[config.mk]
export PLATFORM = sky130hd
export DESIGN_NAME = serial_com_aligner
export DESIGN_NICKNAME = d
export VERILOG_FILES = /design/src/rtl/serial_com_aligner.sv
export SDC_FILE = /design/constraint.sdc
export NUM_CORES = 1
export LEC_CHECK = 0
export CORE_ASPECT_RATIO = 0.9
export CORE_MARGIN = 4
export CORE_UTILIZATION = 37
export CTS_CLUSTER_DIAMETER = 30
export DETAILED_ROUTE_END_ITERATION = 12
export PLACE_DENSITY = 0.54
export RECOVER_POWER = 25
export REMOVE_ABC_BUFFERS = 1
export SLEW_MARGIN = 15
export SYNTH_ARGS = -nofsm -noshare
export SYNTH_HDL_FRONTEND = slang
export SYNTH_SLANG_ARGS = --single-unit
[constraint.sdc]
create_clock -name clk32f -period 1.9 [get_ports clk32f]
set_input_delay 0.475 -clock clk32f [delete_from_list [all_inputs] [get_ports clk32f]]
set_output_delay 0.475 -clock clk32f [all_outputs]
set_load 0.005 [all_outputs]
[src/rtl/serial_com_aligner.sv]
// rtl/serial_com_aligner.sv - serial-to-parallel lane aligner locking on COM symbols
//
// Purpose: hunts the 1-bit lane stream for COM_SYMBOL at any bit offset,
// confirms byte alignment with COM_COUNT consecutive aligned COMs, then
// delivers one byte per 8 clk32f cycles with a valid qualifier.
//
// Ports:
//   clk32f     in   1  serial bit clock, all state on rising edge
//   reset      in   1  asynchronous active-high reset
//   serial_in  in   1  serial lane data, MSB of each byte first
//   data_out   out  8  last aligned byte received while locked
//   valid_out  out  1  one-cycle pulse, data_out just took a non-COM byte
//   active     out  1  high while locked
module serial_com_aligner #(
    parameter logic [7:0]  COM_SYMBOL = 8'hBC,
    parameter int unsigned COM_COUNT  = 4
) (
    input  logic       clk32f,
    input  logic       reset,
    input  logic       serial_in,
    output logic [7:0] data_out,
    output logic       valid_out,
    output logic       active
);

    typedef enum logic [1:0] {
        HUNT   = 2'd0,
        SYNC   = 2'd1,
        LOCKED = 2'd2
    } state_t;

    localparam logic [3:0] COM_TARGET = 4'(COM_COUNT);

    state_t     state_q;
    logic [7:0] sr_q;
    logic [2:0] bit_cnt_q;
    logic [3:0] com_cnt_q;
    logic [7:0] data_q;
    logic       valid_q;
    logic       active_q;

    // Byte ending with the bit being sampled on this edge.
    logic [7:0] window;
    logic       boundary;
    logic       is_com;

    assign window   = {sr_q[6:0], serial_in};
    assign boundary = (bit_cnt_q == 3'd7);
    assign is_com   = (window == COM_SYMBOL);

    always_ff @(posedge clk32f or posedge reset) begin
        if (reset) begin
            state_q   <= HUNT;
            sr_q      <= 8'h00;
            bit_cnt_q <= 3'd0;
            com_cnt_q <= 4'd0;
            data_q    <= 8'h00;
            valid_q   <= 1'b0;
            active_q  <= 1'b0;
        end else begin
            sr_q    <= window;
            valid_q <= 1'b0;
            case (state_q)
                HUNT: begin
                    // Every offset is a candidate; the counter stays parked
                    // so the first detected COM defines the byte phase.
                    bit_cnt_q <= 3'd0;
                    if (is_com) begin
                        com_cnt_q <= 4'd1;
                        if (COM_TARGET == 4'd1) begin
                            state_q  <= LOCKED;
                            active_q <= 1'b1;
                        end else begin
                            state_q <= SYNC;
                        end
                    end
                end
                SYNC: begin
                    bit_cnt_q <= bit_cnt_q + 3'd1;
                    if (boundary) begin
                        if (is_com) begin
                            com_cnt_q <= com_cnt_q + 4'd1;
                            if ((com_cnt_q + 4'd1) == COM_TARGET) begin
                                state_q  <= LOCKED;
                                active_q <= 1'b1;
                            end
                        end else begin
                            // The failing byte is discarded; hunting resumes
                            // with the next bit, not a re-scan of this byte.
                            state_q   <= HUNT;
                            com_cnt_q <= 4'd0;
                        end
                    end
                end
                LOCKED: begin
                    bit_cnt_q <= bit_cnt_q + 3'd1;
                    if (boundary) begin
                        data_q  <= window;
                        valid_q <= !is_com;
                    end
                end
                default: begin
                    state_q   <= HUNT;
                    bit_cnt_q <= 3'd0;
                    com_cnt_q <= 4'd0;
                end
            endcase
        end
    end

    assign data_out  = data_q;
    assign valid_out = valid_q;
    assign active    = active_q;

endmodule

==> metrics.csv <==
metric;value;unit
fmax;0.5620;GHz
maxSlewHeadroom;58.80;%
final_util;49.17;%
cts_root_buf;clkbuf_4;
nets;124;
rrSetupSlack;0.12;ns
clockBufferDepth;2;
first_global_vias;815;
endpoint_kind;flop;
multi_input_area;460.4;sq um
power_density;770.8;mW/mm^2
synth_seq_cells;26;
cap_viol_max_count;0;
cts_resized;0;
vias;780;
synthTopCellsByCount;dfrtp_1, inv_1, ha_1;
final_cells;153;
htree_num_levels;1;
drt_pass1_iterations;4;
drtIter0Drc;45;
start_util;40.03;%
ioPinCount;13;
antenna_found_initial;0;
drc_errors;0;
seq_area;650.6;sq um
gr-total-overflow;0;
syn_to_final_growth;22.84;%
cp-start-kind;flop;
diodes;0;
finalMaxSlewViolations;0;
synthFlopType;dfrtp_1;
fin_worst_skew;0.008796;ns
vias_per_cell;5.098;
fin_area;0.001406;sq mm
cts_sinks;26;
period_minus_slack;1.779;ns
routed_wl;1978;um
synthDistinctLibCells;36;
ys_seq_area_share;56.83;%
place.gp.congestion;0.8393;
rsz0062_at_grt;no;
synth_top_area_share;56.83;%
yosysMostFrequentCell;dfrtp_1;
die_h;60.77;um
netlist_area;0.001145;sq mm
cp.arrival;2.04;ns
dpl.cell_count;149;
ys_warn_count;0;
preCtsSetupSlack;-0.1244;ns
leakage;0.0006794;uW
fin_crit_sh;93.65;%
die_x;66.64;um
rows;18;
finalHoldViolations;0;
clk_latency;0.32;ns
fp.dieArea;0.004049;sq mm
ys_async_sr_fraction;100.0;%
crit_required;2.16;ns
status;completed;
avgSynthCellArea;12.44;sq um
peakVddDrop;484.5;uV
tightest_slew;0.6179;ns
postSynthCellCount;92;
layout-drive-gt1-share;13.27;%
portBuffers;12;
ant_nets;0;
setup_viol;0;
grt_max_degree;27;
setup_slack;0.1207;ns
grt.total_usage;11.73;%
grt_pass1_wl;3601;um
synth_largest_area_cell;dfrtp_1;
dpl_cell_area;0.001356;sq mm
cts_made_buffers;3;
synth_area_leaders;dfrtp_1, ha_1, mux2_1;
synth_edf_count;0;
cts_hold_buffers;0;
post-cts-setup-buffer-count;0;
fill_cells;280;
path_class;reg2reg;
worstHoldPathType;reg2reg;
cts_tree;built;
wl_per_cell;12.93;um
coreArea;0.002860;sq mm
clk_pin_slew;0.15;ns
crit_fanout;7;
hpwlAfterDp;1505;um
==> through the flow <==
stage	total power (uW)	TNS, ns	hold WS (ns)
4_1_cts	1098	0	0.4082
5_1_grt	1140	0	0.4140
2_1_floorplan	677.3	0	0.3621
3_3_place_gp	716.1	-0.2991	0.3692
3_5_place_dp	718.6	-0.4481	0.3811
6_report	1084	0	0.4052
==> cells in the final DEF (no fill, tap or decap), types with 2 or more instances in the layout <==
cell type,n
dfrtp_1,26
clkdlybuf4s50_1,11
inv_1,8
ha_1,7
nor2_1,6
mux2_1,5
buf_4,5
mux2_2,3
nand4_1,3
clkbuf_4,3
nand2_1,2
and2_1,2
o21ai_0,2
a21oi_1,2
o21ai_1,2
==> cells by family after synthesis <==
group	share of synthesized area, %
flip-flops	56.83
buffers and inverters	2.951
AO/OA/AOI/OAI	11.04
adder cells (fa/ha/maj)	7.650
multiplexers	8.743
AND/OR/NAND/NOR	12.79
==> flip-flops by register name, summed over array words and instances (netlist names) <==
name and count:
data_out 8, com_cnt_q 4, valid_out 1, bit_cnt_q 3, sr_q 7, state_q 2
active 1
==> metal layers <==
metal	part of all wire, %	vias to the layer above	track usage, %
li1	-	376	-
met4	0.81	0	1.739
met1	47	379	15.25
met5	0	-	0
met3	5.4	2	3.889
met2	47	23	19.63
==> final cells by class <==
| cell class | count | share of cell area (%) |
|---|---|---|
| Inverter | 8 | 2.135 |
| Timing Repair Buffer | 18 | 11.57 |
| Clock buffer | 3 | 1.601 |
| Tap cell | 40 | 3.559 |
| Multi-Input combinational cell | 57 | 32.74 |
| Clock inverter | 1 | 2.135 |
| Sequential cell | 26 | 46.26 |
==> critical path, stage by stage (launching register included) <==
cell      delay, ns
dfrtp_1        0.48
ha_1           0.24
or4_4          0.54
a2111o_1       0.37
nand3_1        0.09
==> power breakdown <==
group	switching, uW	internal [uW]	leakage (uW)
logic	51.5	43.3	0.000314
registers	31.8	579	0.000337
clock network	165	213	0.0000279
==> worst paths after layout <==
path,start,end,depth (start not counted)
max,com_cnt_q[0],state_q[0],4
min,sr_q[2],sr_q[3],0
max reg2reg,com_cnt_q[0],state_q[0],4
min reg2reg,sr_q[2],sr_q[3],0
max in group asynchronous,reset,state_q[1],3
min in group asynchronous,reset,data_out[4],3
Power figures use the tool's default switching activity.
